### config.mk
export PLATFORM = sky130hd
export DESIGN_NAME = t07_mem_handler
export DESIGN_NICKNAME = d
export VERILOG_FILES = /design/src/rtl/t07_mem_handler.sv
export SDC_FILE = /design/constraint.sdc
export NUM_CORES = 1
export LEC_CHECK = 0
export CORE_UTILIZATION = 40
export DETAILED_ROUTE_END_ITERATION = 8
export HOLD_SLACK_MARGIN = 0.1
export PLACE_DENSITY = 0.84
export SYNTH_ARGS = -nofsm -noshare
export SYNTH_HDL_FRONTEND = slang
export SYNTH_SLANG_ARGS = --single-unit
### constraint.sdc
create_clock -name clk -period 2.3 [get_ports clk]
set_input_delay 0.46 -clock clk [delete_from_list [all_inputs] [get_ports clk]]
set_output_delay 0.46 -clock clk [all_outputs]
set_load 0.005 [all_outputs]
### src/rtl/t07_mem_handler.sv
// t07_mem_handler
// Data-memory access sequencer between the control unit/ALU and an external
// memory bus. One load or store becomes one bus transaction; the core is held
// with `freeze` until it completes. Stores are lane-steered onto the 32-bit
// bus. Loads are lane-extracted and sign- or zero-extended into `load_data`.
//
// Ports
//   clk, nRst               clock, synchronous active-low reset
//   memRead, memWrite       direction strobes from control
//   memOp[3:0]              1 lb, 2 lh, 3 lw, 4 lbu, 5 lhu, 6 sb, 7 sh, 8 sw
//   addr[31:0]              effective address from the ALU
//   store_data[31:0]        rs2 value for stores
//   load_data[31:0]         formatted load result, held until the next good load
//   freeze                  stall request to PC / register file
//   done                    one-cycle completion pulse
//   misaligned, bus_err     one-cycle status pulses, concurrent with done
//   bus_addr/wdata/sel      word address, steered write data, byte enables
//   bus_read, bus_write     one-cycle request strobes
//   bus_rdata, bus_busy     memory read data and busy indication
//   state_dbg[1:0]          current sequencer state
//
// Bus handshake: a request is a single-cycle bus_read/bus_write strobe with
// bus_addr/bus_sel/bus_wdata valid and held stable until the transaction ends.
// The first following cycle with bus_busy low completes it, and bus_rdata is
// sampled in that cycle. While bus_busy stays high the sequencer waits, up to
// TIMEOUT_CYCLES + 1 cycles, then abandons the access with bus_err.
module t07_mem_handler #(
  parameter int unsigned TIMEOUT_CYCLES = 255
) (
  input  logic        clk,
  input  logic        nRst,
  input  logic        memRead,
  input  logic        memWrite,
  input  logic [3:0]  memOp,
  input  logic [31:0] addr,
  input  logic [31:0] store_data,
  output logic [31:0] load_data,
  output logic        freeze,
  output logic        done,
  output logic        misaligned,
  output logic        bus_err,
  output logic [31:0] bus_addr,
  output logic [31:0] bus_wdata,
  output logic [3:0]  bus_sel,
  output logic        bus_read,
  output logic        bus_write,
  input  logic [31:0] bus_rdata,
  input  logic        bus_busy,
  output logic [1:0]  state_dbg
);

  localparam logic [3:0] OP_LB  = 4'd1;
  localparam logic [3:0] OP_LH  = 4'd2;
  localparam logic [3:0] OP_LW  = 4'd3;
  localparam logic [3:0] OP_LBU = 4'd4;
  localparam logic [3:0] OP_LHU = 4'd5;
  localparam logic [3:0] OP_SB  = 4'd6;
  localparam logic [3:0] OP_SH  = 4'd7;
  localparam logic [3:0] OP_SW  = 4'd8;

  localparam logic [7:0] TMO_LIM = 8'(TIMEOUT_CYCLES);

  typedef enum logic [1:0] {
    IDLE = 2'd0,
    REQ  = 2'd1,
    WAIT = 2'd2,
    DONE = 2'd3
  } state_t;

  state_t state, state_n;

  // Latched transaction context
  logic [3:0] op_q;
  logic [1:0] lo_q;
  logic       load_q;
  logic [7:0] cnt;
  logic       mis_q;
  logic       err_q;

  // Request decode
  logic is_load, is_store, req;
  logic op_half, op_word, mis_now;
  logic [3:0]  sel_now;
  logic [31:0] wdata_now;

  // FSM side effects on the datapath registers
  logic latch_req, set_mis, cnt_clr, cnt_inc, set_err, load_en;

  // Load formatting
  logic [7:0]  byte_v;
  logic [15:0] half_v;
  logic [31:0] load_fmt;

  assign is_load  = memRead & ~memWrite & (memOp >= OP_LB) & (memOp <= OP_LHU);
  assign is_store = memWrite & ~memRead & (memOp >= OP_SB) & (memOp <= OP_SW);
  // Gating with nRst keeps freeze low while reset is held.
  assign req      = nRst & (is_load | is_store);

  assign op_half = (memOp == OP_LH) | (memOp == OP_LHU) | (memOp == OP_SH);
  assign op_word = (memOp == OP_LW) | (memOp == OP_SW);
  assign mis_now = (op_half & addr[0]) | (op_word & (addr[1:0] != 2'b00));

  always_comb begin
    sel_now = 4'b1111;
    case (memOp)
      OP_LB, OP_LBU, OP_SB: sel_now = 4'b0001 << addr[1:0];
      OP_LH, OP_LHU, OP_SH: sel_now = addr[1] ? 4'b1100 : 4'b0011;
      default:              sel_now = 4'b1111;
    endcase
  end

  always_comb begin
    wdata_now = 32'h0;
    case (memOp)
      OP_SB:   wdata_now = {4{store_data[7:0]}};
      OP_SH:   wdata_now = {2{store_data[15:0]}};
      OP_SW:   wdata_now = store_data;
      default: wdata_now = 32'h0;
    endcase
  end

  assign byte_v = bus_rdata[{lo_q, 3'b000} +: 8];
  assign half_v = bus_rdata[{lo_q[1], 4'b0000} +: 16];

  always_comb begin
    load_fmt = bus_rdata;
    case (op_q)
      OP_LB:   load_fmt = {{24{byte_v[7]}}, byte_v};
      OP_LBU:  load_fmt = {24'h0, byte_v};
      OP_LH:   load_fmt = {{16{half_v[15]}}, half_v};
      OP_LHU:  load_fmt = {16'h0, half_v};
      default: load_fmt = bus_rdata;
    endcase
  end

  // Next-state and outputs
  always_comb begin
    state_n    = state;
    freeze     = 1'b0;
    done       = 1'b0;
    misaligned = 1'b0;
    bus_err    = 1'b0;
    bus_read   = 1'b0;
    bus_write  = 1'b0;
    latch_req  = 1'b0;
    set_mis    = 1'b0;
    cnt_clr    = 1'b0;
    cnt_inc    = 1'b0;
    set_err    = 1'b0;
    load_en    = 1'b0;
    case (state)
      IDLE: begin
        if (req) begin
          // Combinational so the PC holds in the request cycle itself.
          freeze = 1'b1;
          if (mis_now) begin
            set_mis = 1'b1;
            state_n = DONE;
          end else begin
            latch_req = 1'b1;
            state_n   = REQ;
          end
        end
      end
      REQ: begin
        freeze    = 1'b1;
        bus_read  = load_q;
        bus_write = ~load_q;
        cnt_clr   = 1'b1;
        state_n   = WAIT;
      end
      WAIT: begin
        freeze = 1'b1;
        if (!bus_busy) begin
          load_en = load_q;
          state_n = DONE;
        end else if (cnt == TMO_LIM) begin
          // Reached on WAIT cycle TIMEOUT_CYCLES + 1.
          set_err = 1'b1;
          state_n = DONE;
        end else begin
          cnt_inc = 1'b1;
        end
      end
      DONE: begin
        // The same instruction is still presented here, so inputs are ignored.
        done       = 1'b1;
        misaligned = mis_q;
        bus_err    = err_q;
        state_n    = IDLE;
      end
      default: state_n = IDLE;
    endcase
  end

  always_ff @(posedge clk) begin
    if (!nRst) begin
      state     <= IDLE;
      op_q      <= 4'h0;
      lo_q      <= 2'b00;
      load_q    <= 1'b0;
      cnt       <= 8'h0;
      mis_q     <= 1'b0;
      err_q     <= 1'b0;
      bus_addr  <= 32'h0;
      bus_wdata <= 32'h0;
      bus_sel   <= 4'h0;
      load_data <= 32'h0;
    end else begin
      state <= state_n;
      if (latch_req) begin
        op_q      <= memOp;
        lo_q      <= addr[1:0];
        load_q    <= is_load;
        bus_addr  <= {addr[31:2], 2'b00};
        bus_wdata <= wdata_now;
        bus_sel   <= sel_now;
        mis_q     <= 1'b0;
        err_q     <= 1'b0;
      end
      if (set_mis) begin
        mis_q <= 1'b1;
        err_q <= 1'b0;
      end
      if (cnt_clr) cnt <= 8'h0;
      if (cnt_inc) cnt <= cnt + 8'd1;
      if (set_err) err_q <= 1'b1;
      if (load_en) load_data <= load_fmt;
    end
  end

  assign state_dbg = state;

endmodule
Yosys cells after proc, flatten, opt, wreduce, memory -nomap -nowiden
Cells that the tools add are included.
{"block": "totals", "mem_count": 0, "word_cells": 100, "rom_bits": 0, "latchBits": 0, "regBits": 117, "output_inout_bits": 108, "ram_bits": 0}
{"block": "op_classes", "reduce_logical": 9, "muxes": 37, "n_lt_le_gt_ge": 4, "n_shift": 3, "addsub": 1, "n_eq_ne": 18, "n_mul": 0, "div": 0, "bitwise_logic": 17}
{"cell": "$pmux W32 S4", "n": 1}
{"cell": "$pmux W32 S3", "n": 1}
{"cell": "$shiftx A32 B6 Y16", "n": 1}
{"cell": "$shiftx A32 B6 Y8", "n": 1}
{"cell": "$mux W1", "n": 25}
{"cell": "$eq A4 B3 Y1 const B", "n": 6}
{"cell": "$mux W8", "n": 2}
{"cell": "$eq A4 B2 Y1 const B", "n": 3}
{"cell": "$and A1 B1 Y1", "n": 9}
{"cell": "$add A8 B1 Y8 const B", "n": 1}
{"cell": "$eq A4 B1 Y1 const B", "n": 2}
{"cell": "$eq A8 B8 Y1 const B", "n": 1}
{"cell": "$mux W2", "n": 4}
{"cell": "$pmux W2 S4", "n": 1}
{"cell": "$pmux W4 S2", "n": 1}
{"cell": "$reduce_bool A2 Y1", "n": 3}
{"cell": "$reduce_or A3 Y1", "n": 2}
{"cell": "$or A1 B1 Y1", "n": 5}
{"cell": "$eq A2 B2 Y1 const B", "n": 2}
{"cell": "$eq A4 B4 Y1 const B", "n": 1}
{"cell": "$ge A4 B1 Y1 const B", "n": 1}
{"cell": "$ge A4 B3 Y1 const B", "n": 1}
{"cell": "$le A4 B3 Y1 const B", "n": 1}
{"cell": "$le A4 B4 Y1 const B", "n": 1}
{"cell": "other kinds (11)", "n": 13}

Depth between registers and ports, before layout
Gate-level depths: netlist (run 1).
{"block": "logic_depth", "ltp_word": 11, "depth_mapped": 8, "ltp_nobuf": 7}

Worst setup path before layout (run 1)
Ideal clock, no wire load.
{"block": "synth_timing", "path_type": "in2out", "from": "input port memOp[0]", "to": "output port freeze", "cell_stages": 8, "path_buffers": 3, "arrival_time_ns": 1.932, "path_slack_ns": -0.092, "required_ns": 1.840, "cell_sequence": "buf_2 > or4b_4 > o32ai_1 > o211a_1 > buf_4 > buf_2 > nor2_1 > nor2_1"}
{"block": "synth_between", "elab_chain_cells": 7}
{"item": "start: declaration", "line": "34", "source": "input logic [3:0] memOp,"}
{"item": "$ge A4 B1 Y1 / $ge A4 B3 Y1 (equally long branches)", "line": "94, 95"}
{"item": "$and A1 B1 Y1, on equally long branches (2 in a row)", "line": "94, 95"}
{"item": "$or A1 B1 Y1 (*)", "line": "97", "source": "assign req = nRst & (is_load | is_store);"}
{"item": "$and A1 B1 Y1 (*)", "line": "97"}
{"item": "$mux W1 (*)", "line": "153", "source": "if (req) begin"}
{"item": "$pmux W1 S2 (*)", "line": "151", "source": "case (state)"}
{"item": "end: declaration", "line": "38", "source": "output logic freeze,"}
Mark *: on every way between the ends. The rest lies on a longest branch, timed or not.

Worst setup path after layout (run 1)
Same ends and word-level chain as after synthesis.

==> summary.md, run 1 <==
| Metric | Value |
|---|---|
| Core outline area | 0.0134 mm² |
| Maximum clock rate | 0.457 GHz |
| Initial DRC count | 418 |
| Net count, final | 990 |
| Final Max Tran Viols | 0 |
| Die area | 0.0143 mm² |
| Worst-Margin Slew | 1.23 ns |
| CTS tree | done |
| Non-filler cells, final | 1068 |
| Port bufs | 210 |
| WP data required | 1.84 ns |
| Kind of critical path | primary input to output pin |
| Cell at the slowest stage of the critical path | or4b_4 |
| Deepest level of the CTS H-tree | 4 |
| Startpoint types | primary input |
| Peak VDD IR | 0.000505 V |
| EDFF count, synth | 0 |
| Initial core utilization | 0.414 |
| Crit path buffers/inverters | 2 |
| Hold path start | bus_addr[31] |
| Worst reg2reg endpoint | load_data[10] |
| Critical path arrival | 1.73 ns |
| Initial antenna violation count | 0 |
| CP top delay family | simple AND/OR/NAND/NOR gates |
| Launch point of the critical path | memOp[0] |
| Setup Skew | 0.00619 ns |
| GRT overflow | 0 |
| Worst Path Max Fanout | 2 |
| Total number of vias | 5904 |
| Worst hold path type | flop to flop |
| Area of the multi-input gates | 0.00291 mm² |
| First-pass GRT wire length | 29700 µm |
| Layout filler cell count | 1128 |
| Clk sink count | 117 |
| Most frequent cells in the layout | 202 x clkdlybuf4s50_1, 117 x dfxtp_1, 73 x nand2_1, 64 x a21oi_1, 50 x o21ai_0 |
| Setup TNS | 0 ns |
| CTS buffer count | 17 |
| Max-slew headroom | 0.178 |
| Final Hold Viols | 0 |
| Tcrit/Tclk final | 0.951 |
| Min-Delay Path Depth | 2 |
| Post-layout util | 0.641 |
| Synth cell types | 62 |
| Top FF cell, synth | dfxtp_1 |
| Number of routed nets with antenna violations | 0 |
| Placed Area | 0.00797 mm² |
| Die Wd | 120 µm |
| Detailed placer's ending HPWL | 12700 µm |
| Finished Cell Area | 0.00860 mm² |
| Largest net degree at the start of global routing | 49 |
| RR Startpoint | op_q[1] |
| Residual DRC | 0 |
| Clock Path Buffers | 2 |
| Reg area | 0.00234 mm² |
| Final GP Congestion | 0.872 |
| CTS root buf | clkbuf_16 |
| Pwr dens | 688 mW/mm² |
| FF-to-FF setup slack | 0.16 ns |
| Min Tclk post-route | 2.19 ns |
| Critical Path Max Stage Delay | 0.51 ns |
| Crit. End Element | output pin |
| Max_cap viols | 0 |
| Yosys warns | 0 |
| Number of diodes | 0 |
| Drt first pass iters | 5 |
| RSZ-0062 raised after global routing | false |
| Top Ports | 213 |
| Clock transition at path regs | 0.05 ns |
| FP Rows | 42 |
| Crit-path cells | clkdlybuf4s15_1 -> or4b_4 -> o32ai_4 -> o211a_4 -> nor2_2 -> nor2_1 -> buf_2 |
| DRT Wirelength | 18100 µm |
| Share of layout cells above drive strength 1 | 0.150 |
| Global Route Usage Sum | 0.262 |
| Area Overhead vs Synth | 55.0% |
| Leakage power | 3.10 nW |
| Outcome | complete, no violations |
| Seq/Total Area, Yosys | 0.422 |
| Placed cells | 1036 |
| Avg WL per Cell | 17.0 µm |
| Reg2Reg Depth | 4 |
| Post-synth ARST share | 0 |
| Mean area per synthesized cell | 8.43 µm² |
| Yosys reg bits | 117 |
| Number of global-route vias before repair | 5801 |
| Hold EP | bus_addr[31] |
| Clk_lat worst skew | 0.42 ns |
| Most common cell after layout, fill and taps aside | clkdlybuf4s50_1 |
| Mapped Area | 0.00554 mm² |
| Mapped Cells | 658 |
| # hold bufs at CTS | 0 |
| Die Y | 120 µm |
| Final hold slack | 0.448 ns |
| Vias per cell | 5.53 |
| Setup Viol. Count Final | 0 |
==> where the power goes <==
| group | switching, mW | internal, mW |
|---|---|---|
| Clock | 0.979 | 1.78 |
| Sequential | 0.0444 | 2.10 |
| Combinational | 0.485 | 0.523 |
| Total | 1.51 | 4.41 |
==> how the worst max path moves through the flow <==
| stage | cells past startpoint | endpoint | slack, ns |
|---|---|---|---|
| detailed placement | 8 | freeze | -0.67 |
| floorplan | 8 | freeze | 0.02 |
| global route | 8 | freeze | 0.01 |
| finish | 7 | freeze | 0.11 |
| CTS | 7 | freeze | 0.02 |
| global placement | 7 | freeze | -0.63 |
==> what timing repair did <==
action	in CTS	in global routing
gates cloned	0	0
endpoints found under the setup margin	72	13
resized for setup	22	7
setup buffers	0	0
pin swaps	7	6
==> layout make-up <==
class / instances / share of cell area
flip-flops and latches: 117 / 0.272
clock buffers: 20 / 0.0543
inverters: 9 / 0.00393
multi-input cells: 475 / 0.339
repair buffers: 259 / 0.287
well taps: 176 / 0.0256
clock inverters: 12 / 0.0178
==> cells by family after synthesis <==
family                     Yosys count  synth area share
AOI/OAI and AO/OA                  244             0.272
and+or+nand+nor                    195             0.172
DFF                                117             0.422
buffers and inverters               67            0.0630
muxes                               25            0.0510
adders and majority gates            7            0.0153
xor gates and xnor gates             2           0.00316
other                                1          0.000676
==> through the flow <==
step                setup slack (ns)  power [mW]
floorplan                     0.0160        2.66
global placement              -0.635        3.18
detailed placement            -0.667        3.19
CTS                           0.0191        5.94
global route                  0.0140        6.13
finish                         0.112        5.92
==> layer usage <==
metal | global-route usage | up-vias | part of all wire
li1 | - | 2837 | -
met3 | 0.0803 | 50 | 0.087
met1 | 0.313 | 2742 | 0.42
met2 | 0.423 | 275 | 0.46
met4 | 0.130 | 0 | 0.034
met5 | 0 | - | 0
==> worst register-to-register path, delay by kind of cell, from the launching register on <==
kind	cells	cell delay [ns]
AOI/OAI and AO/OA	4	1.61
DFF	1	0.46
==> synthesized netlist by cell type, types with 13 or more instances <==
| master | number | area share |
|---|---|---|
| nand3_1 | 47 | 0.042 |
| nor2_1 | 27 | 0.018 |
| a21oi_1 | 65 | 0.059 |
| nand2_1 | 73 | 0.049 |
| mux2_2 | 16 | 0.032 |
| clkbuf_1 | 31 | 0.021 |
| a22oi_1 | 22 | 0.030 |
| o21ai_0 | 51 | 0.046 |
| buf_2 | 13 | 0.012 |
| o21ai_1 | 32 | 0.029 |
| dfxtp_1 | 117 | 0.42 |
| a211oi_1 | 28 | 0.038 |
==> sequential cells by signal, indices dropped and copies added (netlist names) <==
signal	cells
bus_addr	30
bus_wdata	32
load_q	1
bus_sel	4
mis_q	1
load_data	32
op_q	4
lo_q	2
state_dbg	2
err_q	1
cnt	8
(Power assumes the default switching activity.)
==> inputs of run 2 (changes only) <==
--- a/config.mk
+++ b/config.mk
@@ -7,6 +7,7 @@
 export LEC_CHECK = 0
 export CORE_UTILIZATION = 40
 export DETAILED_ROUTE_END_ITERATION = 8
+export GPL_TIMING_DRIVEN = 0
 export HOLD_SLACK_MARGIN = 0.1
 export PLACE_DENSITY = 0.84
 export SYNTH_ARGS = -nofsm -noshare
==> summary.md, run 2 (synthesis gave the netlist of run 1 again) <==
| Metric | Value |
|---|---|
| Cell at the slowest stage of the critical path | or4bb_1 (was or4b_4) |
| Critical path arrival | 1.83 ns (was 1.73 ns) |
| Detailed placer's ending HPWL | 14000 µm (was 12700 µm) |
| RSZ-0062 raised after global routing | true (was false) |
| DRT Wirelength | 19000 µm (was 18100 µm) |
| CTS root buf | clkbuf_16 (unchanged) |
| Crit-path cells | buf_2 -> or4bb_1 -> a21oi_2 -> o211a_1 -> buf_6 -> nor2_1 -> nor2_1 -> buf_2 (was clkdlybuf4s15_1 -> or4b_4 -> o32ai_4 -> o211a_4 -> nor2_2 -> nor2_1 -> buf_2) |
| Clock Path Buffers | 2 (unchanged) |
| Initial core utilization | 0.414 (unchanged) |
| Maximum clock rate | 0.436 GHz (was 0.457 GHz) |
| Residual DRC | 0 (unchanged) |
| Setup Viol. Count Final | 0 (unchanged) |
| Die area | 0.0143 mm² (unchanged) |
| # hold bufs at CTS | 0 (unchanged) |
| Max_cap viols | 0 (unchanged) |
| Drt first pass iters | 5 (unchanged) |
| Hold path start | bus_addr[22] (was bus_addr[31]) |
| Net count, final | 1002 (was 990) |
| Vias per cell | 5.61 (was 5.53) |
| GRT overflow | 0 (unchanged) |
| Leakage power | 3.07 nW (was 3.10 nW) |
| Area Overhead vs Synth | 54.4% (was 55.0%) |
| WP data required | 1.84 ns (about the same) |
| Worst hold path type | flop to flop (unchanged) |
| Final hold slack | 0.445 ns (was 0.448 ns) |
| Most common cell after layout, fill and taps aside | clkdlybuf4s50_1 (unchanged) |
| CTS tree | done (unchanged) |
| Finished Cell Area | 0.00856 mm² (was 0.00860 mm²) |
| Total number of vias | 6058 (was 5904) |
| Kind of critical path | primary input to output pin (unchanged) |
| Deepest level of the CTS H-tree | 4 (unchanged) |
| Worst setup margin | 0.00746 ns (was 0.112 ns) |
| Clk sink count | 117 (unchanged) |
| Placed cells | 1044 (was 1036) |
| Final GP Congestion | 0.898 (was 0.872) |
| Setup Skew | 0.00720 ns (was 0.00619 ns) |
| FP Rows | 42 (unchanged) |
| Non-filler cells, final | 1079 (was 1068) |
| Number of routed nets with antenna violations | 0 (unchanged) |
| Final Hold Viols | 0 (unchanged) |
| Tcrit/Tclk final | 0.997 (was 0.951) |
| Placed Area | 0.00788 mm² (was 0.00797 mm²) |
| Port bufs | 209 (was 210) |
| Regs by FF count | bus_wdata (32), load_data (32), bus_addr (30) (unchanged) |
| Number of diodes | 0 (unchanged) |
| Global Route Usage Sum | 0.265 (was 0.262) |
| Initial antenna violation count | 0 (unchanged) |
| Critical Path Max Stage Delay | 0.55 ns (was 0.51 ns) |
| Worst Path Max Fanout | 4 (was 2) |
| Most frequent cells in the layout | 203 x clkdlybuf4s50_1, 115 x dfxtp_1, 73 x nand2_1, 64 x a21oi_1, 51 x o21ai_0 (was 202 x clkdlybuf4s50_1, 117 x dfxtp_1, 73 x nand2_1, 64 x a21oi_1, 50 x o21ai_0) |
| Worst-Margin Slew | 0.745 ns (was 1.23 ns) |
| Peak VDD IR | 0.000507 V (was 0.000505 V) |
| Outcome | complete, no violations (unchanged) |
| Max-slew headroom | 0.502 (was 0.178) |
| Setup TNS | 0 ns (unchanged) |
| Die Wd | 120 µm (unchanged) |
| Min Tclk post-route | 2.29 ns (was 2.19 ns) |
| Initial DRC count | 401 (was 418) |
| Launch point of the critical path | memWrite (was memOp[0]) |
| Worst slack, placed | -1.12 ns (was -0.667 ns) |
| Top Ports | 213 (unchanged) |
| Die Y | 120 µm (unchanged) |
| Share of layout cells above drive strength 1 | 0.124 (was 0.150) |
| RR Startpoint | lo_q[1] (was op_q[1]) |
| Startpoint types | primary input (unchanged) |
| Clk_lat worst skew | 0.42 ns (about the same) |
| Pwr dens | 712 mW/mm² (was 688 mW/mm²) |
| Avg WL per Cell | 17.6 µm (was 17.0 µm) |
| Core outline area | 0.0134 mm² (unchanged) |
| First-pass GRT wire length | 29500 µm (was 29700 µm) |
| Final Max Tran Viols | 0 (unchanged) |
| Largest net degree at the start of global routing | 17 (was 49) |
| Crit. End Element | output pin (unchanged) |
| Number of global-route vias before repair | 5616 (was 5801) |
| Clock transition at path regs | 0.05 ns (about the same) |
| CTS buffer count | 17 (unchanged) |
==> run 2: metal layers <==
metal / routed length, µm / vias to the layer above / GRT usage
met4: 735 / 0 / 0.131
met2: 8700 / 329 / 0.421
met5: 0 / - / 0
met1: 7900 / 2798 / 0.326
met3: 1680 / 56 / 0.0798
li1: - / 2875 / -
==> run 2: path summary, 6_finish.rpt <==
| check | to | slack, ns | depth (start not counted) |
|---|---|---|---|
| worst max-delay path | freeze | 0.007 | 8 |
| worst min-delay path | bus_addr[22] | 0.44 | 2 |
| worst max register to register | load_data[30] | 0.30 | 6 |
| worst min register to register | bus_addr[22] | 0.44 | 2 |
==> run 2: timing repair <==
item,4_1_cts,5_1_grt
gates resized for setup,23,6
pin swaps,6,2
setup buffers,4,1
setup endpoints to repair,47,19
==> run 2: through the flow <==
stage,total power [mW],util
after floorplan,2.66,-
after global placement,3.15,0.588
after detailed placement,3.16,0.588
after CTS,6.10,0.637
after global routing,6.30,0.639
final,6.10,0.639
==> run 2: report_power, final <==
part           switching, mW  internal, mW  leakage, nW  total, mW
logic                  0.483         0.493         1.81      0.976
registers             0.0527          2.10        0.946       2.16
clock network          0.936          2.03        0.315       2.96
total                   1.47          4.62         3.07       6.10
==> run 2: layout make-up <==
class                   instances  area [µm²]
plain buffers                  57         315
clock buffers                  23         488
clock inverters                 8         170
fillers                      1142        4840
inverters                       9        33.8
multi-input cells             475        2880
flip-flops and latches        117        2340
well taps                     176         220
repair buffers                214        2110
==> run 2: worst max-delay path, delay by kind of cell <==
family	cells	cell delay, ns
simple gates	3	0.67
compound gates	2	0.36
buf+inv	3	0.34
